<file path="config.mk">
export PLATFORM = sky130hd
export DESIGN_NAME = spi_master
export DESIGN_NICKNAME = d
export VERILOG_FILES = /design/src/rtl/spi_pkg.sv /design/src/rtl/spi_sclk_gen.sv /design/src/rtl/spi_master.sv
export SDC_FILE = /design/constraint.sdc
export NUM_CORES = 1
export LEC_CHECK = 0
export BUFFER_PORTS_ARGS = -buffer_cell sky130_fd_sc_hd__buf_2
export CAP_MARGIN = 10
export CELL_PAD_IN_SITES_DETAIL_PLACEMENT = 0
export CELL_PAD_IN_SITES_GLOBAL_PLACEMENT = 1
export CORE_MARGIN = 2
export CORE_UTILIZATION = 30
export DETAILED_ROUTE_END_ITERATION = 6
export GPL_ROUTABILITY_DRIVEN = 0
export PLACE_DENSITY = 0.56
export SLEW_MARGIN = 20
export SYNTH_ARGS = -nofsm -noshare
export SYNTH_HDL_FRONTEND = slang
export SYNTH_HIERARCHICAL = 1
export SYNTH_SLANG_ARGS = --single-unit
</file>
<file path="constraint.sdc">
create_clock -name clk -period 2.02 [get_ports clk]
set_input_delay 0.505 -clock clk [delete_from_list [all_inputs] [get_ports clk]]
set_output_delay 0.505 -clock clk [all_outputs]
set_load 0.02 [all_outputs]
</file>
<file path="src/rtl/spi_pkg.sv">
// Shared definitions for the 12-bit SPI transmit link.
package spi_pkg;

  // Frame width fixed by the receive side of the link.
  localparam int SPI_DATA_W = 12;

  // Transmit sequencer states.
  typedef enum logic [1:0] {
    FLUSH = 2'd0,
    IDLE  = 2'd1,
    SHIFT = 2'd2
  } spi_state_e;

endpackage : spi_pkg

</file>
<file path="src/rtl/spi_sclk_gen.sv">
// Free-running SPI clock generator. sclk toggles every CLK_DIV clk cycles.
// fall_evt / rise_evt are high in the clk cycle whose closing edge makes
// sclk fall / rise, so logic clocked on that same edge changes together
// with sclk.
module spi_sclk_gen #(
  parameter int CLK_DIV = 4
) (
  input  logic clk,
  input  logic rst,
  output logic sclk,
  output logic fall_evt,
  output logic rise_evt
);

  localparam int CNT_W = (CLK_DIV > 1) ? $clog2(CLK_DIV) : 1;
  localparam logic [CNT_W-1:0] CNT_MAX = CNT_W'(CLK_DIV - 1);

  logic [CNT_W-1:0] div_cnt_r;
  logic [CNT_W-1:0] div_cnt_next_s;
  logic             sclk_r;
  logic             sclk_next_s;
  logic             toggle_s;

  // Divider next-state: wrap the counter and flip sclk at the terminal count.
  always_comb begin
    toggle_s       = (div_cnt_r == CNT_MAX);
    div_cnt_next_s = div_cnt_r;
    sclk_next_s    = sclk_r;
    if (toggle_s) begin
      div_cnt_next_s = '0;
      sclk_next_s    = ~sclk_r;
    end else begin
      div_cnt_next_s = div_cnt_r + CNT_W'(1);
      sclk_next_s    = sclk_r;
    end
  end

  // Divider and sclk registers.
  always_ff @(posedge clk) begin
    if (rst) begin
      div_cnt_r <= '0;
      sclk_r    <= 1'b0;
    end else begin
      div_cnt_r <= div_cnt_next_s;
      sclk_r    <= sclk_next_s;
    end
  end

  assign sclk     = sclk_r;
  assign fall_evt = toggle_s & sclk_r;
  assign rise_evt = toggle_s & ~sclk_r;

endmodule : spi_sclk_gen

</file>
<file path="src/rtl/spi_master.sv">
// Transmit end of the 12-bit SPI link: valid/ready input with a single
// holding register, LSB-first shifting on mosi, cs framing, and a flush
// period after reset that lets a receiver left mid-frame run out.
module spi_master
  import spi_pkg::*;
#(
  parameter int DATA_W  = SPI_DATA_W,
  parameter int CLK_DIV = 4
) (
  input  logic              clk,
  input  logic              rst,
  input  logic [DATA_W-1:0] din,
  input  logic              din_valid,
  output logic              din_ready,
  output logic              busy,
  output logic              done,
  output logic              sclk,
  output logic              cs,
  output logic              mosi
);

  localparam int BIT_W = $clog2(DATA_W + 1);
  localparam int FL_W  = $clog2(DATA_W + 2);
  // Stop condition: all DATA_W bits have been presented.
  localparam logic [BIT_W-1:0] BIT_LAST   = BIT_W'(DATA_W);
  // Last of the DATA_W+2 flush fall events.
  localparam logic [FL_W-1:0]  FLUSH_LAST = FL_W'(DATA_W + 1);

  spi_state_e        state_r,      state_next_s;
  logic [DATA_W-1:0] hold_r,       hold_next_s;
  logic              hold_full_r,  hold_full_next_s;
  logic [DATA_W-1:0] shreg_r,      shreg_next_s;
  logic [BIT_W-1:0]  bitcnt_r,     bitcnt_next_s;
  logic [FL_W-1:0]   flush_cnt_r,  flush_cnt_next_s;
  logic              cs_r,         cs_next_s;
  logic              mosi_r,       mosi_next_s;
  logic              done_r,       done_next_s;
  logic              din_ready_r,  din_ready_next_s;
  logic              busy_r,       busy_next_s;
  logic              accept_s;
  logic              fall_evt_s;
  // The rise strobe is exposed by the generator for receive-side reuse;
  // the transmitter only acts on falling edges.
  logic              unused_rise_evt_s;

  spi_sclk_gen #(
    .CLK_DIV (CLK_DIV)
  ) u_sclk_gen (
    .clk      (clk),
    .rst      (rst),
    .sclk     (sclk),
    .fall_evt (fall_evt_s),
    .rise_evt (unused_rise_evt_s)
  );

  // Next-state, holding-register and output decode for the sequencer.
  always_comb begin
    state_next_s     = state_r;
    hold_next_s      = hold_r;
    hold_full_next_s = hold_full_r;
    shreg_next_s     = shreg_r;
    bitcnt_next_s    = bitcnt_r;
    flush_cnt_next_s = flush_cnt_r;
    cs_next_s        = cs_r;
    mosi_next_s      = mosi_r;
    done_next_s      = 1'b0;

    // din_ready_r already encodes "holding register empty and not flushing",
    // so an accept can never coincide with a drain below.
    accept_s = din_valid & din_ready_r;
    if (accept_s) begin
      hold_next_s      = din;
      hold_full_next_s = 1'b1;
    end else begin
      hold_next_s      = hold_r;
      hold_full_next_s = hold_full_r;
    end

    case (state_r)
      FLUSH: begin
        if (fall_evt_s) begin
          if (flush_cnt_r == FLUSH_LAST) begin
            flush_cnt_next_s = '0;
            state_next_s     = IDLE;
          end else begin
            flush_cnt_next_s = flush_cnt_r + FL_W'(1);
          end
        end else begin
          flush_cnt_next_s = flush_cnt_r;
        end
      end
      IDLE: begin
        if (fall_evt_s && hold_full_r) begin
          shreg_next_s     = hold_r;
          hold_full_next_s = 1'b0;
          bitcnt_next_s    = '0;
          cs_next_s        = 1'b0;
          mosi_next_s      = hold_r[0];
          state_next_s     = SHIFT;
        end else begin
          state_next_s = IDLE;
        end
      end
      SHIFT: begin
        if (fall_evt_s) begin
          if (bitcnt_r == BIT_LAST) begin
            cs_next_s    = 1'b1;
            mosi_next_s  = 1'b0;
            done_next_s  = 1'b1;
            state_next_s = IDLE;
          end else begin
            mosi_next_s   = shreg_r[bitcnt_r];
            bitcnt_next_s = bitcnt_r + BIT_W'(1);
          end
        end else begin
          state_next_s = SHIFT;
        end
      end
      default: begin
        state_next_s = FLUSH;
      end
    endcase

    din_ready_next_s = ~hold_full_next_s & (state_next_s != FLUSH);
    busy_next_s      = (state_next_s == SHIFT) | hold_full_next_s;
  end

  // Sequencer state and registered outputs.
  always_ff @(posedge clk) begin
    if (rst) begin
      state_r     <= FLUSH;
      hold_r      <= '0;
      hold_full_r <= 1'b0;
      shreg_r     <= '0;
      bitcnt_r    <= '0;
      flush_cnt_r <= '0;
      cs_r        <= 1'b1;
      mosi_r      <= 1'b0;
      done_r      <= 1'b0;
      din_ready_r <= 1'b0;
      busy_r      <= 1'b0;
    end else begin
      state_r     <= state_next_s;
      hold_r      <= hold_next_s;
      hold_full_r <= hold_full_next_s;
      shreg_r     <= shreg_next_s;
      bitcnt_r    <= bitcnt_next_s;
      flush_cnt_r <= flush_cnt_next_s;
      cs_r        <= cs_next_s;
      mosi_r      <= mosi_next_s;
      done_r      <= done_next_s;
      din_ready_r <= din_ready_next_s;
      busy_r      <= busy_next_s;
    end
  end

  assign din_ready = din_ready_r;
  assign busy      = busy_r;
  assign done      = done_r;
  assign cs        = cs_r;
  assign mosi      = mosi_r;

endmodule : spi_master

</file>
Word-level counts from Yosys, hierarchy flattened:

Index checks and enable logic that the tools add are counted.

* register bits after elaboration: 43
* logic and storage cells: 71

* add/sub/neg operators: 3
* order comparisons: 1
* equal/unequal tests: 10
* bitwise gates (word level): 8
* multiplexer cells: 25
* reductions and logical operators: 11

Operators by type and width (count)
* $mux W4: 4
* $mux W1: 11
* $mux W2: 5
* $add A4 B1 Y4 const B: 2
* $eq A4 B4 Y1 const B: 2
* $ne A2 B2 Y1 const B: 4
* $pmux W4 S2: 1
* $reduce_and A4 Y1: 2
* $eq A2 B2 Y1 const B: 3
* $pmux W2 S3: 1
* $lt A4 B5 Y1 const B: 1
* $bmux W1 S4: 1
* $not A1 Y1: 4
* $pmux W1 S2: 2
* $reduce_and A2 Y1: 2
* $reduce_bool A2 Y1: 2
* $and A1 B1 Y1: 3
* $reduce_and A3 Y1: 1
* $reduce_or A3 Y1: 1
* $add A2 B1 Y2 const B: 1
* $eq A2 B1 Y1 const B: 1
* $logic_not A2 Y1: 1
* $reduce_or A2 Y1: 1
* $logic_and A1 B1 Y1: 1
* $or A1 B1 Y1: 1

Longest topological paths before layout:

Gate-level depths: netlist of run 1.

* depth after elaboration: 7
* depth in mapped cells: 7
* gate-level depth less buffers: 6

Modules after synthesis:

Netlist of run 1, hierarchy kept.

Modules (own cells, without submodules)
* spi_master: area an instance 1681.6 um2, instances 1, cells each 200
* spi_sclk_gen: area an instance 111.4 um2, instances 1, cells each 10

Worst setup path before layout of run 1:

OpenSTA, ideal clock, no wires.

* kind: register to register
* start point: register u_sclk_gen.div_cnt_r[0]
* end point: register bitcnt_r[3]
* setup time: 0.070 ns
* path buffers: 1
* stages on the path, launching flop included: 8
* data required time: 1.950 ns
* clock period less this slack: 1.662 ns
* setup slack: 0.358 ns
* data arrival time: 1.592 ns
* cell sequence: dfxtp_1 > ha_1 > and2_2 > and4b_1 > buf_6 > o22ai_4 > or3_1 > a21oi_1

* longest elaborated chain between the ends: 5
* elaborated cells on any way between the ends: 6

RTL lines
* from (decl): line spi_sclk_gen.sv:18 `logic [CNT_W-1:0] div_cnt_r;`
* from (signal assigned): line spi_sclk_gen.sv:44 `div_cnt_r <= div_cnt_next_s;`
* $eq A2 B2 Y1 (*): line spi_sclk_gen.sv:26 `toggle_s = (div_cnt_r == CNT_MAX);`
* $and A1 B1 Y1 (*): line spi_sclk_gen.sv:50 `assign fall_evt = toggle_s & sclk_r;`
* via fall_evt_s: line spi_master.sv:41 `logic fall_evt_s;`
* $logic_and A1 B1 Y1: line spi_master.sv:93 `if (fall_evt_s && hold_full_r) begin`
* $ne A2 B2 Y1 (no source line)
* $reduce_and A4 Y1 (no source line) (*)
* to (signal assigned): line spi_master.sv:147 `bitcnt_r <= bitcnt_next_s;`
* to (decl): line spi_master.sv:33 `logic [BIT_W-1:0] bitcnt_r, bitcnt_next_s;`

Mark *: on every way through the listed nets, which the timed path passes. The rest lies on a longest branch.
A chain may end at the register's enable or synchronous reset.

Worst setup path after layout of run 1:

Ends and elaborated chain as after synthesis.

==> results of run 1 <==
[worst paths after layout]
path | start | to | slack [ns]
max | u_sclk_gen/div_cnt_r[0] | bitcnt_r[3] | 0.22
min reg2reg | u_sclk_gen/div_cnt_r[0] | u_sclk_gen/div_cnt_r[0] | 0.43
max reg2reg | u_sclk_gen/div_cnt_r[0] | bitcnt_r[3] | 0.22
min | u_sclk_gen/div_cnt_r[0] | u_sclk_gen/div_cnt_r[0] | 0.43
[placed cells by master (no fill, tap or decap), drive strengths merged, types with 2 or more instances in the layout]
cell / n
nand3: 3
dfxtp: 43
nand2b: 3
inv: 6
and2: 3
xnor2: 3
clkbuf: 6
o21ai: 8
nor3b: 2
a31oi: 2
mux4: 2
nand2: 53
nand3b: 2
buf: 26
nor3: 5
nor2: 8
a32oi: 2
ha: 3
mux2i: 3
a21oi: 32
[per-stage QoR]
| stage | power [mW] | utilization (%) | instances | setup slack, ns | cell area (um^2) |
|---|---|---|---|---|---|
| 2_1_floorplan | 0.900 | - | 209 | 0.372 | 1790 |
| 3_3_place_gp | 0.923 | 33.4 | 297 | 0.269 | 1960 |
| 3_5_place_dp | 0.923 | 33.4 | 297 | 0.235 | 1960 |
| 4_1_cts | 1.61 | 35.5 | 305 | 0.203 | 2070 |
| 5_1_grt | 1.67 | 35.5 | 305 | 0.0952 | 2070 |
| 6_report | 1.59 | 35.5 | 305 | 0.218 | 2070 |
[power by group]
group	internal (mW)	switching, mW	total [mW]
Combinational	0.0197	0.0246	0.0443
Clock	0.400	0.288	0.688
Sequential	0.854	0.00366	0.857
Total	1.27	0.316	1.59
[metal layers]
| layer | vias to the layer above | share of wire, % | wire length, um | track usage (%) |
|---|---|---|---|---|
| li1 | 751 | - | - | - |
| met1 | 634 | 51 | 1890 | 18.5 |
| met2 | 20 | 44 | 1640 | 18.5 |
| met3 | 5 | 3.7 | 136 | 3.33 |
| met4 | 0 | 1.1 | 40 | 4.07 |
| met5 | - | 0 | 0 | 0 |
[registers in the layout, summed over array words and instances, names as in the netlist]
name	cells
din_ready	1
u_sclk_gen/sclk	1
flush_cnt_r	4
bitcnt_r	4
state_r	2
mosi	1
done	1
hold_r	12
cs	1
shreg_r	12
hold_full_r	1
busy	1
u_sclk_gen/div_cnt_r	2
[cell type report]
| type | count | area, um^2 | share of cell area (%) |
|---|---|---|---|
| tap | 75 | 93.8 | 4.52 |
| sequential | 43 | 861 | 41.5 |
| clock buffer | 6 | 82.6 | 3.98 |
| multi-input combinational | 147 | 835 | 40.2 |
| inverter | 6 | 22.5 | 1.09 |
| clock inverter | 2 | 35.0 | 1.69 |
| timing repair buffer | 26 | 145 | 7.00 |
==> flow_metrics.tcl, run 1 <==
set metrics [dict create \
    drv_slew 0 \
    nFillCells 625 \
    core-area_um2 5850 \
    grt_antenna_before_repair 0 \
    status "complete, no violations" \
    fp.dieW_um 81.2 \
    vias 1410 \
    critPathMaxStageDelay_ns 0.35 \
    crit_chain "ha_1 -> and2_2 -> and4b_1 -> o22ai_4 -> or3_1 -> a21oi_1" \
    drc 0 \
    drt.antenna.violating_nets 0 \
    critPathTopFamily "simple AND/OR/NAND/NOR gates" \
    worstSetupEndpointType "flip-flop" \
    initial_utilization_pct 30.5 \
    syn_avg_cell_area_um2 8.55 \
    clock_skew_ns 0.00450 \
    diodes 0 \
    post_cts_buffers 0 \
    drive_gt1_share_pct 17.8 \
    power_density_nw_per_um2 766 \
    r2r_cells 6 \
    synth_area_um2 1790 \
    post-route-min-period_ns 1.80 \
    crit_required_ns 2.24 \
    critical_path_buf_inv_count 0 \
    worstPathMaxFanout 9 \
    die_height_um 81.2 \
    syn-num-nets 227 \
    hold_path_depth 1 \
    p_leak_nw 0.727 \
    grt_usage_pct 12.8 \
    setup_tns_ns 0 \
    cpMaxStageDelayCell "or3_1" \
    cts_buffers 5 \
    port_buffers 20 \
    path_clk_slew_ns 0.08 \
    rows 28 \
    cts_tree "built" \
    grt_max_degree 21 \
    nets 247 \
    ios 21 \
    cts_hold_buf 0 \
    cp_data_arrival_time_ns 2.02 \
    ctsLongestPathBuffers 2 \
    crit_cells 6 \
    die-area_um2 6590 \
    drt-total-wl_um 3700 \
    start_kind "flip-flop" \
    slew_headroom_pct 48.3 \
    hold_viol 0 \
    maxCapViolCount 0 \
    first_global_vias 1313 \
    max_freq_mhz 555 \
    worstSetupPathType "flip-flop to flip-flop" \
    wire_per_inst_um 12.1 \
    cts.repair.resized 0 \
    viasPerCell 4.62 \
    clk-insertion-delay-late_ns 0.29 \
    timing.hold.ws_ns 0.428 \
    drtPass1Iterations 4 \
    cts.sinks 43 \
    period_share_pct 89.2 \
    h-tree-depth 2 \
    clockRootBuffer "clkbuf_8" \
    grt_pass1_wl_um 6460 \
    ys_warn_count 6 \
    rsz0062_at_grt "false" \
    overflow 0 \
    tightest_slew_ns 0.776 \
    area_growth_pct 16.1 \
    hold_class "flip-flop to flip-flop" \
    drtIter0Drc 82 \
    synth_cells 209 \
    dpl.hpwl_um 2690 \
    peakVddDrop_mv 0.310 \
    setup_violations 0 \
]
No activity file was read; power rests on OpenSTA's default activity.
==> inputs of run 2 (changes only) <==
PLACE_DENSITY = 0.66   (was 0.56)
==> run 2 against run 1 <==
Clock skew is 0.0054 ns higher. Flip-flop and latch count stayed put. Non-clock buffer count is 1 lower. Final cell count is 0.33% lower. Critical endpoint is now busy. Largest power group unchanged.
==> flow_metrics.tcl, run 2 (same netlist as run 1, synthesis figures left out) <==
set metrics [dict create \
    status "complete, no violations" \
    drtPass1Iterations 4 \
    viasPerCell 4.73 \
    power_density_nw_per_um2 728 \
    drt-total-wl_um 3560 \
    drv_slew 0 \
    grtUsageMet3_pct 3.44 \
    vias 1438 \
    clockRootBuffer "clkbuf_8" \
    start_kind "flip-flop" \
    h-tree-depth 2 \
    cts.repair.resized 0 \
    fin_area_um2 2050 \
    grt-busiest-layer "met2" \
    grt_use_met2_pct 19.0 \
    layout_commonest_cell "nand2_1" \
    post-place-ws_ns 0.235 \
    period_share_pct 90.5 \
    p_leak_nw 0.711 \
    hold_class "flip-flop to flip-flop" \
    post_dp_cell_area_um2 1950 \
    ctsLongestPathBuffers 2 \
    fp.dieW_um 81.2 \
    maxCapViolCount 0 \
    nets 246 \
    timing.hold.ws_ns 0.432 \
    die-area_um2 6590 \
    max_freq_mhz 547 \
    layout_common_cells "53 x nand2_1, 43 x dfxtp_1, 32 x a21oi_1, 20 x buf_2" \
    rows 28 \
    overflow 0 \
    crit_required_ns 2.19 \
    worstSetupEndpointType "flip-flop" \
    area_growth_pct 14.9 \
    slew_headroom_pct 51.0 \
    tightest_slew_ns 0.735 \
    cts.sinks 43 \
    setup_violations 0 \
    post-route-min-period_ns 1.83 \
    grt_usage_pct 12.2 \
    cp_data_arrival_time_ns 2.00 \
    drc 0 \
    port_buffers 20 \
    grt_pass1_wl_um 6200 \
    finish.utilization_pct 35.1 \
    hold_path_depth 1 \
    initial_utilization_pct 30.5 \
    drtIter0Drc 94 \
    worstPathMaxFanout 14 \
    core-area_um2 5850 \
    drt.antenna.violating_nets 0 \
    setup_tns_ns 0 \
    dpl.hpwl_um 2500 \
    wire_per_inst_um 11.7 \
    rsz0062_at_grt "false" \
    die_height_um 81.2 \
    reg_top3 "hold_r (12), shreg_r (12)" \
    clock_skew_ns 0.00993 \
    diodes 0 \
    first_global_vias 1348 \
    cts_tree "built" \
    drive_gt1_share_pct 17.5 \
    met1_usage_pct 16.3 \
    peakVddDrop_mv 0.418 \
    r2r_cells 6 \
    grt_max_degree 21 \
    hold_viol 0 \
    path_clk_slew_ns 0.08 \
    ios 21 \
    cts_hold_buf 0 \
    post_cts_buffers 0 \
    grt_antenna_before_repair 0 \
    clk-insertion-delay-late_ns 0.29 \
    setup_slack_ns 0.192 \
    cts_buffers 5 \
    worstSetupPathType "flip-flop to flip-flop" \
]
run 2: per-layer routing:
layer,part of all wire [%],vias to the layer above
met3,3.7,4
met4,0.82,0
li1,-,749
met2,44,22
met1,52,663
met5,0,-
run 2: report_power, final:
part	internal [mW]	total, mW	leakage [nW]	switching [mW]
Clock	0.311	0.592	0.0505	0.281
Combinational	0.0197	0.0450	0.313	0.0253
Sequential	0.854	0.857	0.347	0.00361
run 2: area by class of cell:
| type | instances | area (um^2) |
|---|---|---|
| Fill cell | 623 | 3800 |
| Sequential cell | 43 | 861 |
| Multi-Input combinational cell | 147 | 835 |
| Timing Repair Buffer | 25 | 138 |
| Clock buffer | 7 | 96.3 |
| Tap cell | 75 | 93.8 |
| Inverter | 6 | 22.5 |
| Clock inverter | 1 | 7.51 |
run 2: path summary, 6_finish.rpt:
check	to	slack [ns]	start
worst max register to register	busy	0.19	u_sclk_gen/div_cnt_r[0]
worst min register to register	u_sclk_gen/div_cnt_r[0]	0.43	u_sclk_gen/div_cnt_r[0]
worst max-delay path	busy	0.19	u_sclk_gen/div_cnt_r[0]
worst min-delay path	u_sclk_gen/div_cnt_r[0]	0.43	u_sclk_gen/div_cnt_r[0]
run 2: per-stage QoR:
step           std cells  power (mW)
5_1_grt              304        1.56
4_1_cts              304        1.52
3_3_place_gp         296       0.923
3_5_place_dp         296       0.923
2_1_floorplan        209       0.900
6_report             304        1.49
run 2: critical path, cell delays in order (launching register included):
cell and delay, ns:
dfxtp_1 0.32, ha_1 0.25, and2_2 0.26, and4b_1 0.28, buf_4 0.21, o21ai_0 0.26
o21ai_0 0.13
==> inputs of run 3 (changes only) <==
ABC_AREA = 1   (was unset)
CELL_PAD_IN_SITES_DETAIL_PLACEMENT = 1   (was 0)
CELL_PAD_IN_SITES_GLOBAL_PLACEMENT = 2   (was 1)
PLACE_DENSITY = 0.8   (was 0.66)
==> run 3 against run 2 <==
Sequential power barely moved. Global-route usage increased by 1.3 points. Flip-flop and latch count is the same. Final area is 1.0% higher. Sequential share of layout area is 0.43 points lower. Largest cell class unchanged. Clock power increased by 2%. Maximum frequency grew 11%. Critical endpoint is now din_ready. Die area shrank 0.74%.
==> flow_metrics.tcl, run 3 <==
set metrics [dict create \
    setup_tns_ns 0 \
    grt_pass1_wl_um 6920 \
    diodes 0 \
    initial_utilization_pct 31.6 \
    first_global_vias 1511 \
    cp_data_arrival_time_ns 1.86 \
    drt.antenna.violating_nets 0 \
    power_density_nw_per_um2 730 \
    hold_class "flip-flop to flip-flop" \
    cts.repair.resized 0 \
    drt-total-wl_um 3850 \
    drv_slew 0 \
    peakVddDrop_mv 0.323 \
    r2r_cells 7 \
    cpMaxStageDelayCell "dfxtp_1" \
    crit_required_ns 2.24 \
    crit_chain "ha_1 -> nand2_1 -> inv_1 -> nand3_1 -> buf_4 -> o21ai_1 -> a21boi_1" \
    syn-num-nets 254 \
    port_buffers 20 \
    status "complete, no violations" \
    ctsLongestPathBuffers 2 \
    fin_area_um2 2070 \
    worstPathMaxFanout 17 \
    timing.hold.ws_ns 0.431 \
    dpl.hpwl_um 2990 \
    synth_cells 236 \
    cts_hold_buf 0 \
    cts_tree "built" \
    nFillCells 735 \
    cp-endpoint "din_ready" \
    period_share_pct 81.5 \
    critical_path_buf_inv_count 2 \
    cts_buffers 5 \
    core-area_um2 5610 \
    rsz0062_at_grt "false" \
    vias 1505 \
    worstSetupEndpointType "flip-flop" \
    grt_usage_pct 13.5 \
    viasPerCell 4.51 \
    start_kind "flip-flop" \
    drtIter0Drc 43 \
    r2r_start "u_sclk_gen/div_cnt_r[0]" \
    p_total_mw 1.51 \
    hold_viol 0 \
    finish.utilization_pct 37.0 \
    crit_cells 7 \
    maxCapViolCount 0 \
    p_leak_nw 0.911 \
    die_height_um 80.9 \
    die-area_um2 6540 \
    syn_avg_cell_area_um2 7.51 \
    ios 21 \
    wire_per_inst_um 11.5 \
    setup_violations 0 \
    layout_common_cells "43 x dfxtp_1, 34 x nand2_1, 34 x nor2_1, 28 x inv_1, 27 x o21ai_0" \
    layout_commonest_cell "dfxtp_1" \
    post-route-min-period_ns 1.65 \
    critPathTopFamily "buffers and inverters" \
    grt_antenna_before_repair 0 \
    setup_slack_ns 0.375 \
    path_clk_slew_ns 0.08 \
    fin_cells 334 \
    dp.cells 326 \
    r2r_setup_slack_ns 0.37 \
    drtPass1Iterations 4 \
    clk-insertion-delay-late_ns 0.29 \
    clock_skew_ns 0.00699 \
    worstSetupStartpoint "u_sclk_gen/div_cnt_r[0]" \
    synth_area_um2 1770 \
    grt_max_degree 18 \
    fp.dieW_um 80.9 \
    r2r_end "din_ready" \
    tightest_slew_ns 0.372 \
    h-tree-depth 2 \
    drc 0 \
    post_dp_cell_area_um2 1970 \
    post-place-ws_ns 0.373 \
    slew_headroom_pct 75.2 \
    clockRootBuffer "clkbuf_8" \
    drive_gt1_share_pct 18.3 \
    cts.sinks 43 \
    reg_top3 "hold_r (12), shreg_r (12)" \
    rows 27 \
    overflow 0 \
    max_freq_mhz 608 \
    critPathMaxStageDelay_ns 0.34 \
    area_growth_pct 17.0 \
    ys_warn_count 6 \
    worstSetupPathType "flip-flop to flip-flop" \
    post_cts_buffers 0 \
    nets 279 \
]
[run 3: worst min-delay path by stage]
stage	start	end	slack, ns	cells after the start
finish	u_sclk_gen/div_cnt_r[0]	u_sclk_gen/div_cnt_r[0]	0.43	1
global route	u_sclk_gen/div_cnt_r[0]	u_sclk_gen/div_cnt_r[0]	0.45	1
detailed placement	u_sclk_gen/div_cnt_r[0]	u_sclk_gen/div_cnt_r[0]	0.42	1
global placement	u_sclk_gen/div_cnt_r[0]	u_sclk_gen/div_cnt_r[0]	0.41	1
floorplan	u_sclk_gen/div_cnt_r[0]	u_sclk_gen/div_cnt_r[0]	0.40	1
CTS	u_sclk_gen/div_cnt_r[0]	u_sclk_gen/div_cnt_r[0]	0.43	1
[run 3: cell type report]
| class | count | area, um^2 | area share, % |
|---|---|---|---|
| timing repair buffer | 27 | 153 | 7.36 |
| multi-input combinational | 151 | 743 | 35.8 |
| clock inverter | 1 | 7.51 | 0.362 |
| tap | 72 | 90.1 | 4.34 |
| inverter | 33 | 124 | 5.97 |
| sequential | 43 | 861 | 41.5 |
| clock buffer | 7 | 96.3 | 4.64 |
[run 3: metal layers]
metal	vias up	track usage [%]	share of wire, %
li1	804	-	-
met1	684	17.7	50
met2	15	22.1	47
met3	2	2.67	1.8
met4	0	4.58	0.88
met5	-	0	0
[run 3: where the power goes]
group | switching, mW | internal (mW) | total [mW]
clock network | 0.290 | 0.311 | 0.601
logic | 0.0308 | 0.0257 | 0.0565
registers | 0.00341 | 0.854 | 0.857
